**src/rtl/mult_div_pkg.sv**
```systemverilog
// Shared encodings for the MULT/DIV sequencer: FSM states, operation select and iteration count.
package mult_div_pkg;

  typedef enum logic [1:0] {
    ST_IDLE = 2'b00,
    ST_RUN  = 2'b01,
    ST_FIX  = 2'b10,
    ST_DONE = 2'b11
  } state_e;

  typedef enum logic {
    OP_MULT = 1'b0,
    OP_DIV  = 1'b1
  } op_e;

  // One iteration per operand bit; also the default operand width.
  localparam int MD_ITERS = 32;

endpackage

```
**src/rtl/mult_div_iter.sv**
```systemverilog
// One combinational iteration of the magnitude datapath: shift-add multiply or
// restoring shift-subtract divide, selected by op_i.
module mult_div_iter
  import mult_div_pkg::*;
#(
  parameter int WIDTH = MD_ITERS
) (
  input  op_e                  op_i,
  input  logic [2*WIDTH-1:0]   acc_i,
  input  logic [WIDTH-1:0]     opa_i,
  input  logic [WIDTH-1:0]     opb_i,
  output logic [2*WIDTH-1:0]   acc_o,
  output logic [WIDTH-1:0]     opa_o,
  output logic [WIDTH-1:0]     opb_o
);

  logic [WIDTH:0]   sum;
  logic [WIDTH-1:0] addend;
  logic [WIDTH:0]   partial;
  logic [WIDTH-1:0] diff;

  always_comb begin
    acc_o   = acc_i;
    opa_o   = opa_i;
    opb_o   = opb_i;
    addend  = '0;
    sum     = '0;
    partial = '0;
    diff    = '0;
    if (op_i == OP_MULT) begin
      // opa holds the multiplicand, opb the multiplier consumed LSB first
      addend = opb_i[0] ? opa_i : '0;
      sum    = {1'b0, acc_i[2*WIDTH-1:WIDTH]} + {1'b0, addend};
      acc_o  = {sum, acc_i[WIDTH-1:1]};
      opb_o  = opb_i >> 1;
    end else begin
      // opa feeds dividend bits MSB first into the remainder; opb is the divisor
      partial = {acc_i[2*WIDTH-1:WIDTH], opa_i[WIDTH-1]};
      diff    = partial[WIDTH-1:0] - opb_i;
      opa_o   = opa_i << 1;
      if (partial >= {1'b0, opb_i}) begin
        acc_o = {diff, acc_i[WIDTH-2:0], 1'b1};
      end else begin
        acc_o = {partial[WIDTH-1:0], acc_i[WIDTH-2:0], 1'b0};
      end
    end
  end

endmodule

```
**src/rtl/mult_div_ctrl.sv**
```systemverilog
// Multicycle MULT/DIV sequencer producing HI/LO with a single-cycle done strobe.
// Define MULTDIV_UNSIGNED_EN to add the is_unsigned input (MULTU/DIVU).
module mult_div_ctrl
  import mult_div_pkg::*;
#(
  parameter int WIDTH = MD_ITERS
) (
  input  logic             clk,
  input  logic             reset,
  input  logic             start_mult,
  input  logic             start_div,
`ifdef MULTDIV_UNSIGNED_EN
  input  logic             is_unsigned,
`endif
  input  logic [WIDTH-1:0] a,
  input  logic [WIDTH-1:0] b,
  output logic             busy,
  output logic             done,
  output logic [WIDTH-1:0] hi,
  output logic [WIDTH-1:0] lo,
  output logic             hi_w,
  output logic             lo_w,
  output logic             div_zero
);

  localparam int CNT_W = (WIDTH > 1) ? $clog2(WIDTH) : 1;

  state_e               state_q, state_d;
  op_e                  op_q, op_d;
  logic                 sa_q, sa_d, sb_q, sb_d;
  logic                 dz_q, dz_d;
  logic [CNT_W-1:0]     cnt_q, cnt_d;
  logic [WIDTH-1:0]     hi_q, hi_d, lo_q, lo_d;
  logic [WIDTH-1:0]     opa_q, opa_d, opb_q, opb_d;
  logic [2*WIDTH-1:0]   acc_q, acc_d;

  logic [2*WIDTH-1:0]   acc_it;
  logic [WIDTH-1:0]     opa_it, opb_it;
  logic                 uns;
  logic                 sign_a, sign_b;
  logic [2*WIDTH-1:0]   prod_fix;
  logic [WIDTH-1:0]     quot, rem;

`ifdef MULTDIV_UNSIGNED_EN
  assign uns = is_unsigned;
`else
  assign uns = 1'b0;
`endif

  assign sign_a = ~uns & a[WIDTH-1];
  assign sign_b = ~uns & b[WIDTH-1];
  assign quot   = acc_q[WIDTH-1:0];
  assign rem    = acc_q[2*WIDTH-1:WIDTH];
  assign prod_fix = (sa_q ^ sb_q) ? -acc_q : acc_q;

  mult_div_iter #(.WIDTH(WIDTH)) u_iter (
    .op_i  (op_q),
    .acc_i (acc_q),
    .opa_i (opa_q),
    .opb_i (opb_q),
    .acc_o (acc_it),
    .opa_o (opa_it),
    .opb_o (opb_it)
  );

  always_comb begin
    state_d = state_q;
    op_d    = op_q;
    sa_d    = sa_q;
    sb_d    = sb_q;
    dz_d    = dz_q;
    cnt_d   = cnt_q;
    hi_d    = hi_q;
    lo_d    = lo_q;
    opa_d   = opa_q;
    opb_d   = opb_q;
    acc_d   = acc_q;
    unique case (state_q)
      ST_IDLE: begin
        if (start_mult || start_div) begin
          // Multiply has priority when both starts arrive together
          op_d    = start_mult ? OP_MULT : OP_DIV;
          sa_d    = sign_a;
          sb_d    = sign_b;
          opa_d   = sign_a ? -a : a;
          opb_d   = sign_b ? -b : b;
          acc_d   = '0;
          cnt_d   = '0;
          dz_d    = ~start_mult & (b == '0);
          state_d = (~start_mult & (b == '0)) ? ST_DONE : ST_RUN;
        end
      end
      ST_RUN: begin
        acc_d = acc_it;
        opa_d = opa_it;
        opb_d = opb_it;
        cnt_d = cnt_q + 1'b1;
        if (cnt_q == CNT_W'(WIDTH - 1)) state_d = ST_FIX;
      end
      ST_FIX: begin
        if (op_q == OP_MULT) begin
          hi_d = prod_fix[2*WIDTH-1:WIDTH];
          lo_d = prod_fix[WIDTH-1:0];
        end else begin
          // Quotient sign follows both operands; remainder follows the dividend
          lo_d = (sa_q ^ sb_q) ? -quot : quot;
          hi_d = sa_q ? -rem : rem;
        end
        state_d = ST_DONE;
      end
      ST_DONE: state_d = ST_IDLE;
      default: state_d = ST_IDLE;
    endcase
  end

  always_ff @(posedge clk or posedge reset) begin
    if (reset) begin
      state_q <= ST_IDLE;
      op_q    <= OP_MULT;
      sa_q    <= 1'b0;
      sb_q    <= 1'b0;
      dz_q    <= 1'b0;
      cnt_q   <= '0;
      hi_q    <= '0;
      lo_q    <= '0;
    end else begin
      state_q <= state_d;
      op_q    <= op_d;
      sa_q    <= sa_d;
      sb_q    <= sb_d;
      dz_q    <= dz_d;
      cnt_q   <= cnt_d;
      hi_q    <= hi_d;
      lo_q    <= lo_d;
    end
  end

  // Magnitude datapath is fully reloaded on every accepted start
  always_ff @(posedge clk) begin
    opa_q <= opa_d;
    opb_q <= opb_d;
    acc_q <= acc_d;
  end

  assign busy     = (state_q != ST_IDLE);
  assign done     = (state_q == ST_DONE);
  assign hi_w     = done & ~dz_q;
  assign lo_w     = done & ~dz_q;
  assign div_zero = dz_q;
  assign hi       = hi_q;
  assign lo       = lo_q;

endmodule
```
**config.mk**
```make
export PLATFORM = sky130hd
export DESIGN_NAME = mult_div_ctrl
export DESIGN_NICKNAME = d
export VERILOG_FILES = /design/src/rtl/mult_div_pkg.sv /design/src/rtl/mult_div_iter.sv /design/src/rtl/mult_div_ctrl.sv
export SDC_FILE = /design/constraint.sdc
export NUM_CORES = 1
export LEC_CHECK = 0
export CORE_MARGIN = 2
export CORE_UTILIZATION = 40
export CTS_CLUSTER_DIAMETER = 50
export DETAILED_ROUTE_END_ITERATION = 10
export PLACE_DENSITY = 0.61
export SETUP_SLACK_MARGIN = 0.5
export SLEW_MARGIN = 20
export SYNTH_ARGS = -nofsm -noshare
export SYNTH_HDL_FRONTEND = slang
export SYNTH_SLANG_ARGS = --single-unit
```
**constraint.sdc**
```tcl
create_clock -name clk -period 3.2 [get_ports clk]
set_input_delay 0.48 -clock clk [delete_from_list [all_inputs] [get_ports clk]]
set_output_delay 0.48 -clock clk [all_outputs]
set_load 0.05 [all_outputs]
```
==> metrics.yaml, run 1 <==
post-route-min-period_ns: 3.245
r2r_setup_slack_ns: -0.04
coreArea_um2: 36700
stdcell_area_um2: 21240
slowest_delay_ns: 0.44
grt_pass1_wl_um: 74420
rows: 70
clock-sinks: 203
crit_arrival_ns: 3.63
synth-edff-count: 128
cts_buffers: 29
worst_slack_ns: -0.04460
wl_per_cell_um: 18.82
tns_ns: -0.09086
h-tree-depth: 1
status: "complete, but fails checks"
io_pins: 137
yosysMostFrequentCell: "nor2_1"
netlist_instances: 1694
grt_max_degree: 65
drcViolationCount: 0
crit_type: "flop to flop"
worst_slew_pin_slew_ns: 0.6984
slew_viol_final: 0
fin_util_pct: 57.89
setup-violations-final: 3
io_buffers: 136
r2r-end: "acc_q[59]$_SDFFCE_PN0P_"
synthesis.nets: 1840
critPathLaunch: "opb_q[0]$_DFFE_PP_"
timing.final.crit_share_pct: 101.4
hold_viol: 0
violations: "negative setup slack"
viasPerCell: 5.576
num_vias: 14207
critPathCaptureType: "flop"
start_kind: "flop"
gp_routability_congestion: 0.9556
rr_startpoint: "opb_q[0]$_DFFE_PP_"
n_antenna_cell: 0
syn_area_um2: 14960
dieArea_um2: 38970
hold_buffers: 0
synth_top_area_share_pct: 25.69
dr.pass1.iters: 7
holdCritPathClass: "input port to async pin"
dr.first_iter.drc_count: 913
cts.clk_slew.worst_paths_ns: 0.06
synth_common_cells: "nor2_1 (167), nand2_1 (158), a21oi_1 (150)"
antenna_found_initial: 0
overflow: 0
maxSlewHeadroom_pct: 53.01
crit_chain: "and2_4, ha_4, fa_2, a21oi_2, o22ai_2, o41ai_4, o221ai_4, a31oi_2, o21a_2, o21ai_2, mux2_4, a2111oi_4"
placed_cell_area_um2: 18430
skew_ns: 0.02172
die_w_um: 197.4
root_buffer: "clkbuf_16"
max_cap_viol_count: 0
syn_avg_cell_area_um2: 8.834
wirelength_um: 47940
dp.final_hpwl_um: 35440
drive_above_1_share_pct: 27.12
rr_worst_depth: 12
insertion_delay_ns: 0.59
timing.hold.ws_ns: 0.2803
area_growth_pct: 41.96
cts_tree: "yes"
grt.total_usage_pct: 23.98
ys.flop_type: "edfxtp_1"
fin_nets: 2203
grt_pass1_vias: 14089
ys_types: 74
yosys.area.top_type: "edfxtp_1"
worstPathMaxFanout: 3
cts_buffer_depth: 3
die_h_um: 197.4
synth_area_leaders: "edfxtp_1 (26%), dfrtp_1 (13%), ha_1 (6.4%), xor2_1 (6.0%), a21oi_1 (5.0%)"
critical_path_required_ns: 3.59
synth-seq-cells: 203
crit_path_top_delay_cell: "o41ai_4"
ys_warn_count: 0
initial_core_util_pct: 40.78
rsz0062_at_grt: "yes"
postRouteAntennaNets: 0
synth-async-reset-ratio_pct: 36.95
fmaxAchievable_mhz: 308.2
ys_seq_area_share_pct: 38.23
## routing by layer
| layer | vias up | wire, µm | part of all wire [%] | track usage, % |
|---|---|---|---|---|
| met5 | - | 0 | 0 | 0 |
| met4 | 0 | 1572 | 3.3 | 7.937 |
| met3 | 93 | 2409 | 5.0 | 3.363 |
| met2 | 404 | 23710 | 49 | 41.71 |
| met1 | 6825 | 20260 | 42 | 30.63 |
| li1 | 6885 | - | - | - |
## layout by cell type (no fill, tap or decap), types with 12 or more instances in the layout
cell and count:
buf_4 238, nor2_1 154, nand2_1 142, edfxtp_1 128, clkdlybuf4s50_1 123, a21oi_1 117
o21ai_0 116, xor2_1 96, dfrtp_1 74, inv_1 68, xnor2_1 64, ha_1 58
mux2i_1 38, a21o_1 33, a21oi_2 32, clkbuf_16 30, and2_1 29, nor3_1 25
nand3_1 22, buf_6 22, o31ai_1 20, o21ai_2 18, o21ai_1 15, ha_4 15
o211ai_1 14, a31oi_1 14, nand4_1 14, and3_1 13, nand2b_1 12, or4_4 12
## worst max path at each step
stage                                    to  slack (ns)
CTS                 acc_q[62]$_SDFFCE_PN0P_       0.006
finish              acc_q[59]$_SDFFCE_PN0P_       -0.04
global placement    acc_q[62]$_SDFFCE_PN0P_       -0.13
floorplan           acc_q[59]$_SDFFCE_PN0P_       -0.15
global route        acc_q[59]$_SDFFCE_PN0P_       -0.18
detailed placement  acc_q[62]$_SDFFCE_PN0P_       -0.19
## registers in the layout (all words and copies together), names as in the netlist, 2 cells and up
signal   count
opb_q       32
cnt_q        5
lo          32
acc_q       64
opa_q       32
state_q      2
hi          32
## metrics by stage
step,instances,setup WS [ns]
finish,2548,-0.04460
global route,2548,-0.1754
global placement,2428,-0.1297
CTS,2526,0.005736
detailed placement,2428,-0.1880
floorplan,1694,-0.1462
## cell type report
class	count	area, µm²
flip-flops and latches	203	5722
fillers	3251	15450
clock buffers	37	807.0
repair buffers	407	3645
clock inverters	17	172.7
multi-input cells	1343	10030
inverters	73	279.0
well taps	468	585.6
## what timing repair did
action                     4_1_cts  5_1_grt
gates resized for setup        147      144
gates cloned                     4        0
setup endpoints to repair       63       87
buffers inserted                40       22
hold endpoints to repair         0        0
pin swaps                       76       80
## cells by family after synthesis
logic type               share of synthesized area (%)
AND/OR/NAND/NOR                                  17.58
adder cells (fa/ha/maj)                          6.622
XOR/XNOR                                         10.07
multiplexers                                     3.671
AO/OA/AOI/OAI                                    20.08
flip-flops                                       38.23
buffers and inverters                            3.763
## worst max-delay path: cells and delay by family (launching register included)
family | cells | cell delay, ns
flops | 1 | 0.41
compound gates | 8 | 1.65
fa+ha+maj | 2 | 0.52
simple gates | 1 | 0.19
mux | 1 | 0.31
Power of run 1 is left out: the tool's default activity adds up to more than one toggle a clock period on the data nets, which glitch-free logic cannot reach.
==> run 2, diff against run 1 <==
Settings changed: SKIP_CTS_REPAIR_TIMING set to 1.
==> run 2 against run 1 <==
Compared with the run above:
- the flow still finishes with violations (negative setup slack)
- sequential share of layout area grew 0.24 points
- final area decreased by 0.87%
- global-route usage decreased by 0.73 points
- first-iteration DRC count down 11%
- critical path depth unchanged
- clock-buffer cell count is the same
- critical path type unchanged
==> metrics.yaml, run 2 (synthesis results as in run 1) <==
num_vias: 14154  # was 14207
cts_buffer_depth: 3  # unchanged
worst_slack_ns: -0.08889  # was -0.04460 ns
fmaxAchievable_mhz: 304.1  # was 308.2 MHz
maxSlewHeadroom_pct: 42.30  # was 53.01%
dr.pass1.iters: 5  # was 7
dieArea_um2: 38970  # unchanged
h-tree-depth: 1  # unchanged
wirelength_um: 48030  # was 47940 µm
overflow: 0  # unchanged
regArea_um2: 5722  # unchanged
final_common_cell: "buf_4"  # unchanged
r2r-end: "acc_q[59]$_SDFFCE_PN0P_"  # unchanged
die_h_um: 197.4  # unchanged
cts_tree: "yes"  # unchanged
critical_path_required_ns: 3.59  # about the same
hold_viol: 0  # unchanged
grt_max_degree: 65  # unchanged
violations: "negative setup slack"  # unchanged
io_pins: 137  # unchanged
start_kind: "flop"  # unchanged
timing.final.crit_share_pct: 102.8  # was 101.4%
grt_pass1_vias: 13690  # was 14089
cts.clk_slew.worst_paths_ns: 0.06  # about the same
clock-sinks: 203  # unchanged
setup-violations-final: 5  # was 3
initial_core_util_pct: 40.78  # unchanged
worstPathMaxFanout: 6  # was 3
io_buffers: 136  # unchanged
dr.first_iter.drc_count: 816  # was 913
slew_viol_final: 0  # unchanged
crit_end: "acc_q[59]$_SDFFCE_PN0P_"  # unchanged
holdCritPathClass: "input port to async pin"  # unchanged
multi_input_area_um2: 10020  # was 10030 µm²
grtUsageMet3_pct: 3.159  # was 3.363%
gr-usage-met2_pct: 40.83  # was 41.71%
nFillCells: 3300  # was 3251
mostFrequentLayoutCells: "buf_4 (224), nor2_1 (157), nand2_1 (148)"  # was buf_4 (238), nor2_1 (154), nand2_1 (142)
status: "complete, but fails checks"  # unchanged
antenna_found_initial: 0  # unchanged
worst_slew_pin_slew_ns: 0.8576  # was 0.6984 ns
top_usage_layer: "met2"  # unchanged
area_growth_pct: 40.73  # was 41.96%
die_w_um: 197.4  # unchanged
rr_startpoint: "opb_q[0]$_DFFE_PP_"  # unchanged
wl_per_cell_um: 18.97  # was 18.82 µm
top_register: "acc_q"  # unchanged
crit_type: "flop to flop"  # unchanged
drcViolationCount: 0  # unchanged
postRouteAntennaNets: 0  # unchanged
max_cap_viol_count: 0  # unchanged
stdcell_area_um2: 21060  # was 21240 µm²
root_buffer: "clkbuf_16"  # unchanged
crit_arrival_ns: 3.68  # was 3.63 ns
rsz0062_at_grt: "yes"  # unchanged
cts_buffers: 29  # unchanged
post-route-min-period_ns: 3.289  # was 3.245 ns
grt.total_usage_pct: 23.26  # was 23.98%
rows: 70  # unchanged
placed_cell_area_um2: 18430  # unchanged
grt_pass1_wl_um: 72220  # was 74420 µm
met1_usage_pct: 29.86  # was 30.63%
critPathCaptureType: "flop"  # unchanged
gp_routability_congestion: 0.9556  # unchanged
critPathLaunch: "opb_q[0]$_DFFE_PP_"  # unchanged
rr_worst_depth: 12  # unchanged
largest_reg_flops: 64  # unchanged
skew_ns: 0.01895  # was 0.02172 ns
r2r_setup_slack_ns: -0.09  # was -0.04 ns
coreArea_um2: 36700  # unchanged
dp.final_hpwl_um: 35440  # unchanged
insertion_delay_ns: 0.59  # about the same
fin_nets: 2186  # was 2203
drive_above_1_share_pct: 25.84  # was 27.12%
viasPerCell: 5.590  # was 5.576
run 2: changes by cell type in the layout (fill, tap and decap cells not counted), sizes merged:
cell           before  now
buf               271  252
clkbuf             37   39
dlygate4sd2         3    0
dlymetal6s2s       10   14
diode               0    1
clkdlybuf4s50     123  122
run 2: final cells by class:
cell class	instances	area share (%)
tap	468	2.781
timing repair buffer	390	16.48
clock buffer	37	3.832
clock inverter	17	0.8199
antenna	1	0.01188
sequential	203	27.17
inverter	73	1.325
multi-input combinational	1343	47.59
run 2: worst min-delay path by stage:
stage,slack (ns),to,startpoint
after floorplan,0.48,cnt_q[0]$_DFFE_PP0P_,cnt_q[0]$_DFFE_PP0P_
after global placement,0.50,lo[26]$_DFFE_PP0P_,lo[26]$_DFFE_PP0P_
after detailed placement,0.50,hi[2]$_DFFE_PP0P_,hi[2]$_DFFE_PP0P_
after CTS,0.29,lo[3]$_DFFE_PP0P_,reset
after global routing,0.31,hi[30]$_DFFE_PP0P_,reset
final,0.28,lo[3]$_DFFE_PP0P_,reset
run 2: per-layer routing:
layer,up-vias,part of all wire [%],wire length [µm]
met2,361,50,24040
met5,-,0,0
met3,100,4.7,2247
met1,6844,42,20300
li1,6849,-,-
met4,0,3.0,1444
run 2: through the flow:
step                      setup TNS [ns]  hold slack (ns)  worst slack (ns)  cells  util, %
after floorplan                  -0.1881           0.4843           -0.1462   1694        -
after global placement            -1.001           0.4994           -0.1297   2428    50.21
after detailed placement          -2.292           0.4995           -0.1880   2428    50.21
after CTS                         -1.382           0.2870           -0.1959   2482    52.88
after global routing              -2.433           0.3138           -0.2297   2531    57.38
final                            -0.1691           0.2796          -0.08889   2532    57.38
run 2: critical path: stages (launching register included):
cell and delay, ns:
edfxtp_1 0.43, buf_6 0.15, buf_6 0.12, and2_4 0.14, ha_4 0.28, nand3_2 0.09, or4_4 0.56, o221ai_4 0.23
a31oi_2 0.14, o21a_2 0.25, o21ai_2 0.13, mux2_4 0.32, a2111oi_4 0.27
Power of run 2 is left out for the same reason.
==> edit, RTL diff (config.mk and constraints of run 2) <==
Make the reset (`reset`) synchronous in one clocked block.
--- a/src/rtl/mult_div_ctrl.sv
+++ b/src/rtl/mult_div_ctrl.sv
@@ -113,7 +113,7 @@
     endcase
   end
 
-  always_ff @(posedge clk or posedge reset) begin
+  always_ff @(posedge clk) begin
     if (reset) begin
       state_q <= ST_IDLE;
       op_q    <= OP_MULT;
Behaviour: differs if reset is asserted again (counterexample within 4 cycles, from zero or initial values and one cycle with reset high); with reset held inactive, the same outputs for 10 cycles.
==> edit against run 2 <==
- the run still ends with negative setup slack left
- wire length up 2.5%
- synthesized area down 0.82%
- setup slack worse by 0.033 ns
- maximum frequency down 0.99%
- cell area up 3.3%
- first-iteration DRC count up 29%
- sequential cell count unchanged
- clock skew up 0.023 ns
- highest routed layer unchanged
==> edit: results (changes against run 2) <==
stage	metric	value	unit	change
cts	ctsHtreeMaxLevel	2		+1
final_layout	final-clk-cell-share	5.379	%	+0.73 points
final_layout	drive_gt1_share	28.06	%	+2.2 points
sta	final.setup.worst_slack	-0.1217	ns	-0.03282 ns
sta	setup_viol	14		+9
routing	wl_met3	2687	µm	+20%
final_layout	multi_input_cells	1357		+1.0%
synth	synth.area.top_cells	edfxtp_1 (26%), dfxtp_1 (10%), xor2_1 (6.7%), ha_1 (6.4%), o21ai_0 (5.4%)		
synth	async_flop_share	0	%	-37 points
outcome	violations	negative setup slack		
synth	avgSynthCellArea	8.594	µm²	-2.7%
placed_design	place.gp.congestion	0.9378		-1.9%
sta	worst_pin_slew	1.267	ns	+0.4098 ns
global_route	gr-usage-all-layers	23.68	%	+0.43 points
final_layout	design_area	21750	µm²	+3.3%
final_layout	regArea	5349	µm²	-6.5%
synth	synth_nets	1873		+1.8%
final_layout	nets	2237		+2.3%
global_route	grt_max_degree	95		+46%
critical_path	startpoint	b[0]		
synth	yosysUniqueCellTypes	66		-11%
placed_design	dpl_worst_slack	-1.087	ns	-0.8989 ns
final_layout	fillCellCount	3213		-2.6%
placed_design	place_inst	2449		+0.86%
routing	vias	14470		+2.2%
critical_path	cp_slowest_stage_delay	0.49	ns	-0.07 ns
final_layout	multi_input_area	10500	µm²	+4.7%
final_layout	finalNonFillerCells	2585		+2.1%
outcome	status	finished with violations		
synth	synthAdderAreaFrac	6.677	%	+0.055 points
cts	insertion_delay	0.54	ns	-0.05 ns
routing	dr_wl_met2	24190	µm	+0.61%
critical_path	rr_startpoint	acc_q[40]		
critical_path	cp.arrival	3.56	ns	-0.12 ns
synth	synthTopCellsByCount	nor2_1 (174), nand2_1 (169), o21ai_0 (159), edfxtp_1 (128), xor2_1 (114)		
global_route	grt_pass1_wl	73060	µm	+1.2%
global_route	global_route.usage.met1	29.90	%	+0.037 points
[edit: changes by cell type after synthesis, sizes merged, moves of 13 or more]
cell and delta:
xnor2 -13, mux2i +33, a21o -20, a211oi +43, dfxtp +75, dfrtp -75, mux2 -14, a21oi -64
clkbuf +18
[edit: how the worst min path moves through the flow]
stage | slack (ns) | to | cells after the start | startpoint
after floorplan | 0.46 | cnt_q[4] | 2 | cnt_q[4]
after global placement | 0.47 | hi[1] | 2 | hi[1]
after detailed placement | 0.47 | hi[1] | 2 | hi[1]
after CTS | 0.45 | lo[16] | 3 | reset
after global routing | 0.47 | opb_q[0] | 4 | b[0]
final | 0.46 | opb_q[0] | 4 | b[0]
[edit: cells by family (layout without fill, tap and decap cells)]
kind of cell | after synthesis | in the layout
AO/OA/AOI/OAI | 471 | 471
XOR/XNOR | 171 | 171
adder cells (fa/ha/maj) | 78 | 78
buffers and inverters | 167 | 557
flip-flops | 203 | 203
multiplexers | 72 | 72
AND/OR/NAND/NOR | 565 | 565
